`src/rtl/sik_fetch_pkg.sv`:
```
// ============================================================================
// Module   : sik_fetch_pkg
// Brief    : Shared widths, opcode constants and immediate helper for SIK fetch.
// Revision : 1.0 - initial release
// ============================================================================
`default_nettype none

package sik_fetch_pkg;

  localparam int WORD_W   = 16;
  localparam int OPCODE_W = 4;
  localparam int IMMED12_W = 12;
  localparam int PRE_W    = 4;
  localparam int TID_W    = 1;
  localparam int NTHREADS = 2;

  typedef logic [WORD_W-1:0]   word_t;
  typedef logic [OPCODE_W-1:0] opcode_t;
  typedef logic [TID_W-1:0]    tid_t;
  typedef logic [PRE_W-1:0]    pre_t;
  typedef logic [IMMED12_W-1:0] immed12_t;

  localparam opcode_t OP_PUSH = 4'b1000;
  localparam opcode_t OP_PRE  = 4'b1111;

  // A pending prefix supplies the top nibble; otherwise the 12-bit field is sign-extended.
  function automatic word_t resolve_immed(input logic loaded, input pre_t pre, input immed12_t imm);
    return loaded ? {pre, imm} : {{(WORD_W-IMMED12_W){imm[IMMED12_W-1]}}, imm};
  endfunction

endpackage

`default_nettype wire

```
`src/rtl/sik_fetch_if.sv`:
```
// ============================================================================
// Module   : sik_fetch_if
// Brief    : Control, instruction-memory and decode-side signals of the fetch stage.
// Revision : 1.0 - initial release
// ============================================================================
`default_nettype none

interface sik_fetch_if;
  import sik_fetch_pkg::*;

  logic       stall;
  logic       redirect_valid;
  tid_t       redirect_tid;
  word_t      redirect_pc;
  logic [1:0] halt_req;

  logic       imem_en;
  word_t      imem_addr;
  word_t      imem_data;

  logic       out_valid;
  tid_t       out_tid;
  word_t      out_pc;
  word_t      out_ir;
  word_t      out_immed;
  logic       halted;

  modport master (
    input  stall, redirect_valid, redirect_tid, redirect_pc, halt_req, imem_data,
    output imem_en, imem_addr, out_valid, out_tid, out_pc, out_ir, out_immed, halted
  );

  modport slave (
    output stall, redirect_valid, redirect_tid, redirect_pc, halt_req, imem_data,
    input  imem_en, imem_addr, out_valid, out_tid, out_pc, out_ir, out_immed, halted
  );

endinterface

`default_nettype wire

```
`src/rtl/sik_prefix_fold.sv`:
```
// ============================================================================
// Module   : sik_prefix_fold
// Brief    : Per-thread OPpre state and the immediate-resolve mux.
// Revision : 1.0 - initial release
// ============================================================================
`default_nettype none

module sik_prefix_fold
  import sik_fetch_pkg::*;
(
  input  wire logic     clk,
  input  wire logic     reset,
  input  wire logic     i_load,
  input  wire tid_t     i_load_tid,
  input  wire pre_t     i_pre,
  input  wire logic     i_clear,
  input  wire tid_t     i_clear_tid,
  input  wire logic     i_redir,
  input  wire tid_t     i_redir_tid,
  input  wire tid_t     i_tid,
  input  wire immed12_t i_imm12,
  output word_t         o_immed
);

  logic [NTHREADS-1:0] r_loaded;
  pre_t                r_preload [NTHREADS];

  always_ff @(posedge clk) begin
    if (reset) begin
      r_loaded <= '0;
      for (int t = 0; t < NTHREADS; t++) begin
        r_preload[t] <= '0;
      end
    end else begin
      for (int t = 0; t < NTHREADS; t++) begin
        // A redirect discards any half-built immediate of that thread.
        if (i_redir && (i_redir_tid == tid_t'(t))) begin
          r_loaded[t] <= 1'b0;
        end else if (i_load && (i_load_tid == tid_t'(t))) begin
          r_loaded[t]  <= 1'b1;
          r_preload[t] <= i_pre;
        end else if (i_clear && (i_clear_tid == tid_t'(t))) begin
          r_loaded[t] <= 1'b0;
        end
      end
    end
  end

  assign o_immed = resolve_immed(r_loaded[i_tid], r_preload[i_tid], i_imm12);

endmodule

`default_nettype wire

```
`src/rtl/sik_fetch.sv`:
```
// ============================================================================
// Module   : sik_fetch
// Brief    : Two-thread interleaved instruction fetch with OPpre folding.
// Revision : 1.0 - initial release
// ============================================================================
`default_nettype none

module sik_fetch
  import sik_fetch_pkg::*;
#(
  parameter word_t   PC_T0  = 16'h0000,
  parameter word_t   PC_T1  = 16'h8000,
  parameter opcode_t OP_PRE = 4'b1111
) (
  input  wire logic   clk,
  input  wire logic   reset,
  sik_fetch_if.master bus
);

  tid_t       r_sel;
  word_t      r_pc [NTHREADS];
  logic [1:0] r_hstate;
  logic       r_halted;

  logic       r_if_valid;
  tid_t       r_if_tid;
  word_t      r_if_pc;

  logic       r_out_valid;
  tid_t       r_out_tid;
  word_t      r_out_pc;
  word_t      r_out_ir;
  word_t      r_out_immed;

  logic       w_issue;
  logic       w_redir_sel;
  logic       w_if_hit;
  logic       w_ret_valid;
  logic       w_is_pre;
  logic [1:0] w_hstate_nxt;
  word_t      w_immed;

  always_comb begin
    w_issue      = !bus.stall && !r_hstate[r_sel];
    w_redir_sel  = bus.redirect_valid && (bus.redirect_tid == r_sel);
    // The word coming back is dropped if its thread is redirected or halting.
    w_if_hit     = (bus.redirect_valid && (bus.redirect_tid == r_if_tid)) ||
                   r_hstate[r_if_tid] || bus.halt_req[r_if_tid];
    w_ret_valid  = r_if_valid && !w_if_hit;
    w_is_pre     = w_ret_valid && (bus.imem_data[15:12] == OP_PRE);
    w_hstate_nxt = r_hstate | bus.halt_req;
  end

  sik_prefix_fold u_fold (
    .clk         (clk),
    .reset       (reset),
    .i_load      (!bus.stall && w_is_pre),
    .i_load_tid  (r_if_tid),
    .i_pre       (bus.imem_data[3:0]),
    .i_clear     (!bus.stall && w_ret_valid && !w_is_pre),
    .i_clear_tid (r_if_tid),
    .i_redir     (bus.redirect_valid),
    .i_redir_tid (bus.redirect_tid),
    .i_tid       (r_if_tid),
    .i_imm12     (bus.imem_data[11:0]),
    .o_immed     (w_immed)
  );

  always_ff @(posedge clk) begin
    if (reset) begin
      r_sel       <= '0;
      r_pc[0]     <= PC_T0;
      r_pc[1]     <= PC_T1;
      r_hstate    <= '0;
      r_halted    <= 1'b0;
      r_if_valid  <= 1'b0;
      r_if_tid    <= '0;
      r_if_pc     <= '0;
      r_out_valid <= 1'b0;
      r_out_tid   <= '0;
      r_out_pc    <= '0;
      r_out_ir    <= '0;
      r_out_immed <= '0;
    end else begin
      r_hstate <= w_hstate_nxt;
      r_halted <= &w_hstate_nxt;
      if (!bus.stall) begin
        r_if_valid <= w_issue && !w_redir_sel;
        r_if_tid   <= r_sel;
        r_if_pc    <= r_pc[r_sel];
        if (w_issue) begin
          r_pc[r_sel] <= r_pc[r_sel] + 16'd1;
        end
        r_sel <= ~r_sel;
        if (w_is_pre) begin
          r_out_valid <= 1'b0;
        end else begin
          r_out_valid <= w_ret_valid;
          r_out_tid   <= r_if_tid;
          r_out_pc    <= r_if_pc;
          r_out_ir    <= bus.imem_data;
          r_out_immed <= w_immed;
        end
      end else begin
        r_if_valid <= r_if_valid && !w_if_hit;
      end
      // Placed last so a redirect overrides the slot's pc+1.
      if (bus.redirect_valid) begin
        r_pc[bus.redirect_tid] <= bus.redirect_pc;
      end
    end
  end

  assign bus.imem_en   = w_issue && !reset;
  assign bus.imem_addr = r_pc[r_sel];
  assign bus.out_valid = r_out_valid;
  assign bus.out_tid   = r_out_tid;
  assign bus.out_pc    = r_out_pc;
  assign bus.out_ir    = r_out_ir;
  assign bus.out_immed = r_out_immed;
  assign bus.halted    = r_halted;

endmodule

`default_nettype wire

```
`src/flat_wrapper.sv`:
```
// flat-port wrapper written by rule: the top's interface ports become plain ports
module sik_fetch_flat import sik_fetch_pkg::*;
#(
  parameter word_t   PC_T0  = 16'h0000,
  parameter word_t   PC_T1  = 16'h8000,
  parameter opcode_t OP_PRE = 4'b1111
)
  (clk, reset, bus_stall, bus_redirect_valid, bus_redirect_tid, bus_redirect_pc, bus_halt_req, bus_imem_data, bus_imem_en, bus_imem_addr, bus_out_valid, bus_out_tid, bus_out_pc, bus_out_ir, bus_out_immed, bus_halted);
  sik_fetch_if bus_i ();
  input  wire logic clk;
  input  wire logic reset;
  input wire logic [$bits(bus_i.stall)-1:0] bus_stall;
  input wire logic [$bits(bus_i.redirect_valid)-1:0] bus_redirect_valid;
  input wire logic [$bits(bus_i.redirect_tid)-1:0] bus_redirect_tid;
  input wire logic [$bits(bus_i.redirect_pc)-1:0] bus_redirect_pc;
  input wire logic [$bits(bus_i.halt_req)-1:0] bus_halt_req;
  input wire logic [$bits(bus_i.imem_data)-1:0] bus_imem_data;
  output wire logic [$bits(bus_i.imem_en)-1:0] bus_imem_en;
  output wire logic [$bits(bus_i.imem_addr)-1:0] bus_imem_addr;
  output wire logic [$bits(bus_i.out_valid)-1:0] bus_out_valid;
  output wire logic [$bits(bus_i.out_tid)-1:0] bus_out_tid;
  output wire logic [$bits(bus_i.out_pc)-1:0] bus_out_pc;
  output wire logic [$bits(bus_i.out_ir)-1:0] bus_out_ir;
  output wire logic [$bits(bus_i.out_immed)-1:0] bus_out_immed;
  output wire logic [$bits(bus_i.halted)-1:0] bus_halted;
  assign bus_i.stall = bus_stall;
  assign bus_i.redirect_valid = bus_redirect_valid;
  assign bus_i.redirect_tid = bus_redirect_tid;
  assign bus_i.redirect_pc = bus_redirect_pc;
  assign bus_i.halt_req = bus_halt_req;
  assign bus_i.imem_data = bus_imem_data;
  assign bus_imem_en = bus_i.imem_en;
  assign bus_imem_addr = bus_i.imem_addr;
  assign bus_out_valid = bus_i.out_valid;
  assign bus_out_tid = bus_i.out_tid;
  assign bus_out_pc = bus_i.out_pc;
  assign bus_out_ir = bus_i.out_ir;
  assign bus_out_immed = bus_i.out_immed;
  assign bus_halted = bus_i.halted;
  sik_fetch #(.PC_T0(PC_T0), .PC_T1(PC_T1), .OP_PRE(OP_PRE)) u_core (.clk(clk), .reset(reset), .bus(bus_i));
endmodule
```
`config.mk`:
```
export PLATFORM = sky130hd
export DESIGN_NAME = sik_fetch_flat
export DESIGN_NICKNAME = d
export VERILOG_FILES = /design/src/rtl/sik_fetch_pkg.sv /design/src/rtl/sik_fetch_if.sv /design/src/rtl/sik_prefix_fold.sv /design/src/rtl/sik_fetch.sv /design/src/flat_wrapper.sv
export SDC_FILE = /design/constraint.sdc
export NUM_CORES = 1
export LEC_CHECK = 0
export CORE_MARGIN = 2
export CORE_UTILIZATION = 30
export CTS_CLUSTER_DIAMETER = 150
export CTS_CLUSTER_SIZE = 20
export DETAILED_ROUTE_END_ITERATION = 6
export DONT_BUFFER_PORTS = 1
export HOLD_SLACK_MARGIN = 0.03
export MAX_ROUTING_LAYER = met4
export PLACE_DENSITY_LB_ADDON = 0.3
export REMOVE_ABC_BUFFERS = 1
export SLEW_MARGIN = 20
export SYNTH_ARGS = -nofsm -noshare
export SYNTH_HDL_FRONTEND = slang
export SYNTH_SLANG_ARGS = --single-unit
```
`constraint.sdc`:
```
create_clock -name clk -period 2.36 [get_ports clk]
set_input_delay 0.354 -clock clk [delete_from_list [all_inputs] [get_ports clk]]
set_output_delay 0.354 -clock clk [all_outputs]
set_load 0.02 [all_outputs]
```
# After elaboration in Yosys (flattened, before gate mapping)
# Memory sizes are Yosys's and may differ from the RTL's. A register that Yosys moved wholly into a read port is not among the register bits.
# Cells that the tools add are included.
[word_totals]
register_bits = 74
mem_bits_rw = 40
in_bits = 39
output_inout_bits = 68
elab_cells = 105
n_memories = 2
[classes]
add_sub_neg = 1
magnitude_cmp = 2
eq_ne = 3
mux = 44
bitwise = 8
reduce_logical = 32
[memory_table]
columns = ["memory", "depth", "width", "rd", "rd_clocked_by_memory_dff", "wr", "line", "text"]
rows = [
  ["u_core.r_pc", 2, 16, 1, 1, 2, "sik_fetch.sv:21", "word_t r_pc [NTHREADS];"],
  ["u_core.u_fold.r_preload", 2, 4, 1, 1, 2, "sik_prefix_fold.sv:26", "pre_t r_preload [NTHREADS];"],
]
[ops]
columns = ["cell", "n"]
rows = [
  ["16-bit 2-to-1 mux", 3],
  ["1-bit 2-to-1 mux", 39],
  ["16-bit OR reduction", 2],
  ["16-bit by 1-bit adder with 16-bit output, second input constant", 1],
  ["1-bit logical AND", 16],
  ["4-bit 2-to-1 mux", 2],
  ["1-bit logical NOT", 6],
  ["1-bit inverter", 5],
  ["4-bit equality test, second input constant", 1],
  ["1-bit by 2-bit < comparator with 1-bit output, second input constant", 2],
  ["2-bit AND reduction", 2],
  ["2-bit nonzero test", 2],
  ["2-bit OR reduction", 2],
  ["1-bit equality test", 2],
  ["1-bit logical OR", 2],
  ["1-bit OR", 2],
  ["2-bit OR", 1],
]

# Logic depth before layout (Yosys ltp)
# Gate-level depths: netlist of run 1.
[depth]
ltp_word = 14
depth_mapped = 9
ltp_nobuf = 7

# Hierarchy
# A second synthesis of run 1 with hierarchy kept.
[unflattened]
cells_unflattened = 656
hier_area_um2 = 6158.4
[by_module_without_submodules]
columns = ["module", "instances", "cells_each", "area_per_inst_um2", "seq_area_each_um2"]
rows = [
  ["sik_fetch", 1, 596, 5550.3, 2422.3],
  ["sik_prefix_fold", 1, 60, 608.1, 280.3],
]

# Worst setup path before layout of run 1
# No wires, ideal clock.
[synth_timing]
kind = "register -> register"
start = "register (tool-made name)"
end = "memory u_core.r_pc[1][12] in the netlist's numbering (data pin)"
setup_time_ns = 0.256
t_arrival_ns = 2.137
required_ns = 2.104
setup_slack_ns = -0.034
stages_incl_launch_ff = 10
n_path_buf = 2
period_less_slack_ns = 2.394
cell_sequence = "dfxtp_1 buf_6 buf_2 mux2_2 ha_1 nand4b_1 a21oi_1 nand4_1 xnor2_1 a22o_1"
[synth_lines]
columns = ["element", "line"]
rows = [
  ["end: declaration", "sik_fetch.sv:21"],
]

==> impl_metrics.xml, run 1 <==
<?xml version="1.0" encoding="UTF-8"?>
<metrics>
  <group name="route">
    <metric name="postRouteAntennaNets" unit="">0</metric>
    <metric name="detailedRoute.firstIterationViolations" unit="">180</metric>
    <metric name="drt-vias-per-instance" unit="">5.23</metric>
    <metric name="routed-via-count" unit="">3659</metric>
    <metric name="wl_per_cell" unit="um">17.8</metric>
    <metric name="total_wirelength_of_the_detailed_routed_design" unit="um">12400</metric>
    <metric name="drt_pass_1_iters" unit="">4</metric>
    <metric name="drc" unit="">0</metric>
  </group>
  <group name="setup_path">
    <metric name="cpMostUsedCell" unit="">sky130_fd_sc_hd__buf_4</metric>
    <metric name="timing.critical_path.buf_inv" unit="">3</metric>
    <metric name="crit_arrival" unit="ns">1.82</metric>
    <metric name="cpMaxStageDelayCell" unit="">sky130_fd_sc_hd__mux2_2</metric>
    <metric name="crit_path_max_incr_delay" unit="ns">0.43</metric>
    <metric name="kind_of_capture_point_of_the_worst_setup_path" unit="">primary output</metric>
    <metric name="r2r.worst_path.cells" unit="">8</metric>
    <metric name="critPathMaxFanout" unit="">16</metric>
    <metric name="cp.required" unit="ns">2.01</metric>
    <metric name="critical_path_class" unit="">flop to primary output</metric>
    <metric name="timing.critical_path.cells" unit="">buf_4 -&gt; buf_4 -&gt; mux2_2 -&gt; buf_4</metric>
    <metric name="worst_setup_path_start_kind" unit="">flop</metric>
    <metric name="cpLargestDelayFamily" unit="">buffers and inverters</metric>
    <metric name="critical_path_cell_count" unit="">4</metric>
  </group>
  <group name="final_layout">
    <metric name="area_of_combinational_cells_with_multiple_inputs" unit="mm^2">0.00204</metric>
    <metric name="seqCellArea" unit="mm^2">0.00248</metric>
    <metric name="diodes" unit="">0</metric>
    <metric name="design.final.nets" unit="">518</metric>
    <metric name="flow.area_growth_from_synthesis" unit="%">11.8</metric>
    <metric name="final_layout_size_suffix_gt1_share" unit="%">12.0</metric>
    <metric name="finish.utilization" unit="%">34.0</metric>
    <metric name="fillCellCount" unit="">1661</metric>
  </group>
  <group name="logic_synthesis">
    <metric name="yosys.cell_types.count" unit="">46</metric>
    <metric name="synth_sequential_area_ratio" unit="%">52.2</metric>
    <metric name="synthesis.area" unit="mm^2">0.00475</metric>
    <metric name="synth_enable_flop_cells" unit="">40</metric>
    <metric name="ys_ff_latch" unit="">104</metric>
    <metric name="syn_avg_cell_area" unit="um^2">9.66</metric>
    <metric name="synth_cells" unit="">492</metric>
    <metric name="ys_async_sr_fraction" unit="%">0</metric>
    <metric name="ys_warn_count" unit="">0</metric>
    <metric name="synth_flop_cell" unit="">sky130_fd_sc_hd__dfxtp_1</metric>
  </group>
  <group name="sta">
    <metric name="final.period_utilization" unit="%">92.0</metric>
    <metric name="slew-limit-headroom" unit="%">49.2</metric>
    <metric name="clock-skew-final" unit="ns">0.00923</metric>
    <metric name="grt_setup_unrepaired" unit="">false</metric>
    <metric name="finalHoldViolations" unit="">0</metric>
    <metric name="post-route-min-period" unit="ns">2.17</metric>
    <metric name="achievable-frequency" unit="GHz">0.461</metric>
    <metric name="worst_tran_pin_value" unit="ns">0.761</metric>
    <metric name="finalSetupViolCount" unit="">0</metric>
    <metric name="maxSlewViolCount" unit="">0</metric>
  </group>
  <group name="floorplanning">
    <metric name="rows" unit="">46</metric>
    <metric name="floorplan.initialDensity" unit="%">30.4</metric>
    <metric name="floorplan.die_area" unit="mm^2">0.0169</metric>
    <metric name="io_pins" unit="">107</metric>
    <metric name="chipHeight" unit="um">130</metric>
    <metric name="die_w" unit="um">130</metric>
    <metric name="fp.coreArea" unit="mm^2">0.0157</metric>
  </group>
  <group name="clock_tree">
    <metric name="clk_pin_slew_worst_paths" unit="ns">0.07</metric>
    <metric name="ctsHtreeMaxLevel" unit="">3</metric>
    <metric name="clock_tree.root_cell" unit="">sky130_fd_sc_hd__clkbuf_16</metric>
    <metric name="cts_made_buffers" unit="">9</metric>
    <metric name="cts.path.max_buffers" unit="">2</metric>
    <metric name="cts_tree" unit="">yes</metric>
    <metric name="tritoncts_num_sinks" unit="">104</metric>
    <metric name="worstSkewPairLatency" unit="ns">0.36</metric>
  </group>
  <group name="global_routing">
    <metric name="overflow" unit="">0</metric>
    <metric name="grt_start_max_net_pins" unit="">74</metric>
    <metric name="grt.total_usage" unit="%">15.4</metric>
    <metric name="grt_first_pass_wirelength" unit="um">19500</metric>
    <metric name="initial_antenna_violation_count" unit="">0</metric>
    <metric name="number_of_global_route_vias_before_repair" unit="">3633</metric>
  </group>
  <group name="pwr">
    <metric name="power.leakage" unit="uW">0.00187</metric>
    <metric name="power" unit="uW">4240</metric>
    <metric name="internal_power" unit="uW">3180</metric>
    <metric name="p_per_area" unit="mW/mm^2">798</metric>
    <metric name="sw_frac_of_total" unit="%">25.0</metric>
    <metric name="net-switching-power" unit="uW">1060</metric>
    <metric name="part_of_the_power_in_the_clock_network" unit="%">40.1</metric>
    <metric name="comb_power_share" unit="%">10.3</metric>
    <metric name="worst_ir_drop_vdd" unit="mV">0.558</metric>
    <metric name="seq_power_share" unit="%">49.5</metric>
  </group>
  <group name="placed_design">
    <metric name="place_hpwl" unit="um">8410</metric>
    <metric name="port_buffers" unit="">0</metric>
    <metric name="gp_routability_congestion" unit="">0.842</metric>
  </group>
  <group name="min_path">
    <metric name="hold_path_depth" unit="">1</metric>
    <metric name="min-delay-path-class" unit="">input port to flop</metric>
  </group>
  <group name="run">
    <metric name="drv_cap" unit="">0</metric>
  </group>
  <group name="outcome">
    <metric name="outcome" unit="">complete, no violations</metric>
  </group>
</metrics>
[cells in the final DEF, fill, tap and decap left out, drive strengths merged, types with 3 or more instances in the layout]
master / count
a41oi: 4
bufinv: 3
nand4b: 5
buf: 22
mux2i: 10
nor2: 35
clkbuf: 10
a22oi: 3
nand2: 45
o21a: 4
a22o: 25
o21ai: 42
clkinv: 3
inv: 6
nand3: 38
dfxtp: 64
mux2: 12
nor2b: 3
and2: 5
xnor2: 11
nand4: 9
nand2b: 3
edfxtp: 40
a21oi: 57
[worst register-to-register path: stages (launching register included)]
cell	delay, ns
sky130_fd_sc_hd__edfxtp_1	0.40
sky130_fd_sc_hd__mux2_2	0.30
sky130_fd_sc_hd__ha_1	0.25
sky130_fd_sc_hd__nand4b_1	0.13
sky130_fd_sc_hd__a21oi_1	0.16
sky130_fd_sc_hd__buf_4	0.16
sky130_fd_sc_hd__nand4_1	0.12
sky130_fd_sc_hd__xnor2_1	0.16
sky130_fd_sc_hd__a22o_1	0.21
[cell type report]
type	count	share of cell area [%]
inverters	6	0.424
clock buffers	10	4.31
multi-input cells	335	38.3
repair buffers	22	3.11
well taps	216	5.08
clock inverters	6	2.02
flip-flops and latches	104	46.7
[state kept, by name, indices dropped and copies added, names as in the netlist, named ones only]
| register | count |
|---|---|
| u_core.bus.out_pc | 16 |
| u_core.bus.out_tid | 1 |
| u_core.r_if_valid | 1 |
| u_core.r_sel | 1 |
| u_core.r_pc | 32 |
| u_core.bus.out_valid | 1 |
| u_core.bus.out_ir | 4 |
| u_core.bus.out_immed | 16 |
| u_core.r_if_tid | 1 |
| u_core.bus.halted | 1 |
| u_core.u_fold.r_loaded | 2 |
| u_core.u_fold.r_preload | 8 |
| u_core.r_if_pc | 16 |
| u_core.r_hstate | 2 |
[through the flow]
step	TNS (ns)	cell area, um^2	hold slack (ns)	setup WS [ns]	cells
2_1_floorplan	-6.39	4520	0.423	-0.388	445
3_3_place_gp	0	4970	0.430	0.264	683
3_5_place_dp	0	4970	0.431	0.221	683
4_1_cts	0	5310	0.0531	0.169	699
5_1_grt	0	5320	0.0521	0.0840	699
6_report	0	5320	0.0673	0.189	699
[cells in the mapped netlist, drive strengths merged, types with 5 or more instances]
master	instances	area share, %
a21oi	57	6.0
a22o	25	4.6
and2	5	0.66
buf	24	3.1
clkbuf	23	1.8
dfxtp	64	27
edfxtp	40	25
inv	6	0.47
mux2	12	2.8
mux2i	10	2.1
nand2	45	3.6
nand3	38	4.0
nand4	9	1.5
nand4b	5	0.92
nor2	35	2.8
o21ai	42	4.5
xnor2	11	2.0
[timing repair]
action	4_1_cts	5_1_grt
resized for setup	0	1
hold buffers	0	0
buffers inserted	0	0
setup endpoints to repair	0	1
[power groups by stage]
stage	registers, uW	logic (uW)	clock network [uW]
2_1_floorplan	2130	303	0
3_3_place_gp	2140	434	0
3_5_place_dp	2140	443	0
4_1_cts	2100	445	1750
5_1_grt	2120	484	1810
6_report	2100	438	1700
[cells by family after synthesis]
kind of cell | after synthesis | share of synthesized area [%]
buf+inv | 53 | 5.42
xor+xnor | 13 | 2.40
simple gates | 155 | 16.0
flops | 104 | 52.2
mux | 22 | 4.95
compound gates | 144 | 18.7
fa+ha+maj | 1 | 0.263
[layer usage]
| layer | GRT usage, % | routed length [um] | share of wire (%) |
|---|---|---|---|
| met1 | 18.9 | 5550 | 45 |
| met2 | 24.5 | 5840 | 47 |
| met3 | 5.25 | 872 | 7.0 |
| met4 | 3.92 | 171 | 1.4 |
| met5 | - | 0 | 0 |
[final timing paths]
path / start / slack, ns / end
worst min-delay path: reset / 0.07 / u_core.bus.out_immed[1]$_SDFFE_PP0P_
worst min register to register: u_core.r_if_pc[6]$_SDFFE_PP0N_ / 0.46 / u_core.r_if_pc[6]$_SDFFE_PP0N_
worst max-delay path: flop / 0.19 / bus_imem_addr[13]
worst max register to register: u_core.r_pc[1][0]$_DFFE_PP_ / 0.22 / u_core.r_pc[0][14]$_DFFE_PP_
No activity file was read; power rests on OpenSTA's default activity.
==> run 2: changes to the inputs <==
--- a/config.mk
+++ b/config.mk
@@ -7,7 +7,6 @@
 export LEC_CHECK = 0
 export CORE_MARGIN = 2
 export CORE_UTILIZATION = 30
-export CTS_CLUSTER_DIAMETER = 150
 export CTS_CLUSTER_SIZE = 20
 export DETAILED_ROUTE_END_ITERATION = 6
 export DONT_BUFFER_PORTS = 1
==> results of run 2 <==
No change in the layout: final DEF, timing and power equal those of run 1.
==> run 3: changes to the inputs <==
--- a/config.mk
+++ b/config.mk
@@ -10,6 +10,7 @@
 export CTS_CLUSTER_SIZE = 20
 export DETAILED_ROUTE_END_ITERATION = 6
 export DONT_BUFFER_PORTS = 1
+export GPL_TIMING_DRIVEN = 0
 export HOLD_SLACK_MARGIN = 0.03
 export MAX_ROUTING_LAYER = met4
 export PLACE_DENSITY_LB_ADDON = 0.3
==> run 3 against run 2 <==
Via count down 1.9%; sequential power barely moved; largest cell class unchanged; clock-buffer cell count increased by 4; final cell count fell by 1.9%.
==> impl_metrics.xml, run 3 (synthesis gave the netlist of run 1 again) <==
<?xml version="1.0" encoding="UTF-8"?>
<metrics>
  <group name="outcome">
    <metric name="outcome" unit="">complete, no violations</metric>
  </group>
  <group name="setup_path">
    <metric name="kind_of_capture_point_of_the_worst_setup_path" unit="">flop</metric>
    <metric name="timing.critical_path.cells" unit="">mux2_4 -&gt; ha_1 -&gt; nand4b_1 -&gt; a21oi_4 -&gt; nand4_1 -&gt; xnor2_1 -&gt; a22o_1</metric>
    <metric name="critical_path.reg2reg.startpoint" unit="">u_core.r_pc[1][0]$_DFFE_PP_</metric>
    <metric name="crit_path_max_incr_delay" unit="ns">0.41</metric>
    <metric name="setup.worst_path.start" unit="">u_core.r_pc[1][0]$_DFFE_PP_</metric>
    <metric name="cpMaxStageDelayCell" unit="">sky130_fd_sc_hd__edfxtp_1</metric>
    <metric name="cp.required" unit="ns">2.47</metric>
    <metric name="critPathMaxFanout" unit="">6</metric>
    <metric name="worst_setup_path_start_kind" unit="">flop</metric>
    <metric name="critical_path_class" unit="">flop to flop</metric>
    <metric name="cpLargestDelayFamily" unit="">compound AO/OA/AOI/OAI gates</metric>
    <metric name="crit_arrival" unit="ns">2.29</metric>
    <metric name="timing.critical_path.buf_inv" unit="">0</metric>
  </group>
  <group name="route">
    <metric name="drt-vias-per-instance" unit="">5.23</metric>
    <metric name="wl_per_cell" unit="um">18.1</metric>
    <metric name="drc" unit="">0</metric>
    <metric name="total_wirelength_of_the_detailed_routed_design" unit="um">12400</metric>
    <metric name="routed-via-count" unit="">3588</metric>
    <metric name="postRouteAntennaNets" unit="">0</metric>
    <metric name="drt_pass_1_iters" unit="">4</metric>
    <metric name="detailedRoute.firstIterationViolations" unit="">167</metric>
  </group>
  <group name="final_layout">
    <metric name="final_area" unit="mm^2">0.00528</metric>
    <metric name="mostFrequentLayoutCell" unit="">sky130_fd_sc_hd__dfxtp_1</metric>
    <metric name="seqCellArea" unit="mm^2">0.00249</metric>
    <metric name="flow.area_growth_from_synthesis" unit="%">11.1</metric>
    <metric name="mostFrequentLayoutCells" unit="">sky130_fd_sc_hd__dfxtp_1, sky130_fd_sc_hd__a21oi_1, sky130_fd_sc_hd__nand2_1, sky130_fd_sc_hd__o21ai_0, sky130_fd_sc_hd__edfxtp_1</metric>
    <metric name="fillCellCount" unit="">1621</metric>
    <metric name="cell_count_final_fillers_out" unit="">686</metric>
    <metric name="diodes" unit="">0</metric>
    <metric name="finish.utilization" unit="%">33.7</metric>
    <metric name="design.final.nets" unit="">505</metric>
    <metric name="final_layout_size_suffix_gt1_share" unit="%">10.0</metric>
    <metric name="registers.top_by_ff_count" unit="">u_core.r_pc</metric>
    <metric name="largest_register_ffs" unit="">32</metric>
    <metric name="area_of_combinational_cells_with_multiple_inputs" unit="mm^2">0.00209</metric>
  </group>
  <group name="sta">
    <metric name="post-route-min-period" unit="ns">2.18</metric>
    <metric name="final.period_utilization" unit="%">92.4</metric>
    <metric name="clock-skew-final" unit="ns">0.0111</metric>
    <metric name="achievable-frequency" unit="GHz">0.458</metric>
    <metric name="finalHoldViolations" unit="">0</metric>
    <metric name="grt_setup_unrepaired" unit="">false</metric>
    <metric name="slew-limit-headroom" unit="%">26.5</metric>
    <metric name="worst_tran_pin_value" unit="ns">1.10</metric>
    <metric name="finalSetupViolCount" unit="">0</metric>
    <metric name="maxSlewViolCount" unit="">0</metric>
  </group>
  <group name="placed_design">
    <metric name="place.detailed.instances" unit="">665</metric>
    <metric name="gp_routability_congestion" unit="">0.782</metric>
    <metric name="place_hpwl" unit="um">8280</metric>
    <metric name="dpl-instance-area" unit="mm^2">0.00490</metric>
    <metric name="port_buffers" unit="">0</metric>
  </group>
  <group name="clock_tree">
    <metric name="ctsHtreeMaxLevel" unit="">3</metric>
    <metric name="cts_made_buffers" unit="">9</metric>
    <metric name="worstSkewPairLatency" unit="ns">0.35</metric>
    <metric name="cts_tree" unit="">yes</metric>
    <metric name="clock_tree.root_cell" unit="">sky130_fd_sc_hd__clkbuf_16</metric>
    <metric name="tritoncts_num_sinks" unit="">104</metric>
    <metric name="clk_pin_slew_worst_paths" unit="ns">0.07</metric>
    <metric name="cts.path.max_buffers" unit="">2</metric>
  </group>
  <group name="floorplanning">
    <metric name="die_w" unit="um">130</metric>
    <metric name="rows" unit="">46</metric>
    <metric name="io_pins" unit="">107</metric>
    <metric name="fp.coreArea" unit="mm^2">0.0157</metric>
    <metric name="chipHeight" unit="um">130</metric>
    <metric name="floorplan.die_area" unit="mm^2">0.0169</metric>
    <metric name="floorplan.initialDensity" unit="%">30.4</metric>
  </group>
  <group name="pwr">
    <metric name="net-switching-power" unit="uW">1050</metric>
    <metric name="power" unit="uW">4030</metric>
    <metric name="sw_frac_of_total" unit="%">26.0</metric>
    <metric name="seq_power_share" unit="%">52.3</metric>
    <metric name="power.leakage" unit="uW">0.00181</metric>
    <metric name="comb_power_share" unit="%">10.5</metric>
    <metric name="internal_power" unit="uW">2980</metric>
    <metric name="worst_ir_drop_vdd" unit="mV">0.476</metric>
    <metric name="p_per_area" unit="mW/mm^2">762</metric>
    <metric name="part_of_the_power_in_the_clock_network" unit="%">37.2</metric>
  </group>
  <group name="global_routing">
    <metric name="initial_antenna_violation_count" unit="">0</metric>
    <metric name="grt_start_max_net_pins" unit="">74</metric>
    <metric name="overflow" unit="">0</metric>
    <metric name="grt.total_usage" unit="%">15.5</metric>
    <metric name="number_of_global_route_vias_before_repair" unit="">3592</metric>
    <metric name="grt_first_pass_wirelength" unit="um">19200</metric>
  </group>
  <group name="min_path">
    <metric name="min-delay-path-class" unit="">input port to flop</metric>
    <metric name="hp-start" unit="">reset</metric>
  </group>
  <group name="run">
    <metric name="drv_cap" unit="">0</metric>
  </group>
</metrics>
## run 3: cell count changes in the layout (fill, tap and decap cells not counted), sizes merged
cell / change
buf: -13
clkbuf: +4
bufinv: -3
clkinv: -3
inv: +2
## run 3: area by class of cell
cell class	count	share of cell area [%]
clock buffer	14	5.43
clock inverter	2	0.190
inverter	6	0.426
multi-input combinational	335	39.6
sequential	104	47.1
tap	216	5.12
timing repair buffer	9	2.20
## run 3: repair_timing
| action | 4_1_cts | 5_1_grt |
|---|---|---|
| setup buffers | 2 | 3 |
| endpoints found under the setup margin | 22 | 16 |
| resized for setup | 5 | 2 |
| hold endpoints to repair | 0 | 0 |
| pin swaps | 1 | 0 |
| hold buffers | 0 | 0 |
## run 3: worst paths after layout
kind                                          end  slack (ns)  cells after the start
max                  u_core.r_pc[1][12]$_DFFE_PP_        0.18                      7
min reg2reg       u_core.r_if_pc[14]$_SDFFE_PP0N_        0.46                      2
min          u_core.bus.out_immed[3]$_SDFFE_PP0P_        0.07                      1
max reg2reg          u_core.r_pc[1][12]$_DFFE_PP_        0.18                      7
## run 3: power by group through the flow
stage / clock (uW) / combinational (uW) / sequential [uW]
floorplan: 0 / 303 / 2130
global placement: 0 / 378 / 2160
detailed placement: 0 / 393 / 2160
CTS: 1550 / 411 / 2120
global route: 1610 / 467 / 2120
finish: 1500 / 424 / 2110
## run 3: routing by layer
layer / vias up / share of wire, % / wire [um] / global-route usage, %
met5: - / 0 / 0 / -
met4: 0 / 1.2 / 155 / 4.36
met3: 14 / 7.7 / 950 / 4.96
met2: 117 / 48 / 5900 / 24.4
met1: 1722 / 44 / 5400 / 19.1
li1: 1735 / - / - / -
## run 3: per-stage QoR
step / hold slack (ns) / TNS [ns] / setup slack, ns
floorplan: 0.423 / -6.39 / -0.388
global placement: 0.429 / -80.95 / -1.31
detailed placement: 0.432 / -8.85 / -0.565
CTS: 0.0449 / 0 / 0.0414
global route: 0.0477 / 0 / 0.0923
finish: 0.0701 / 0 / 0.179
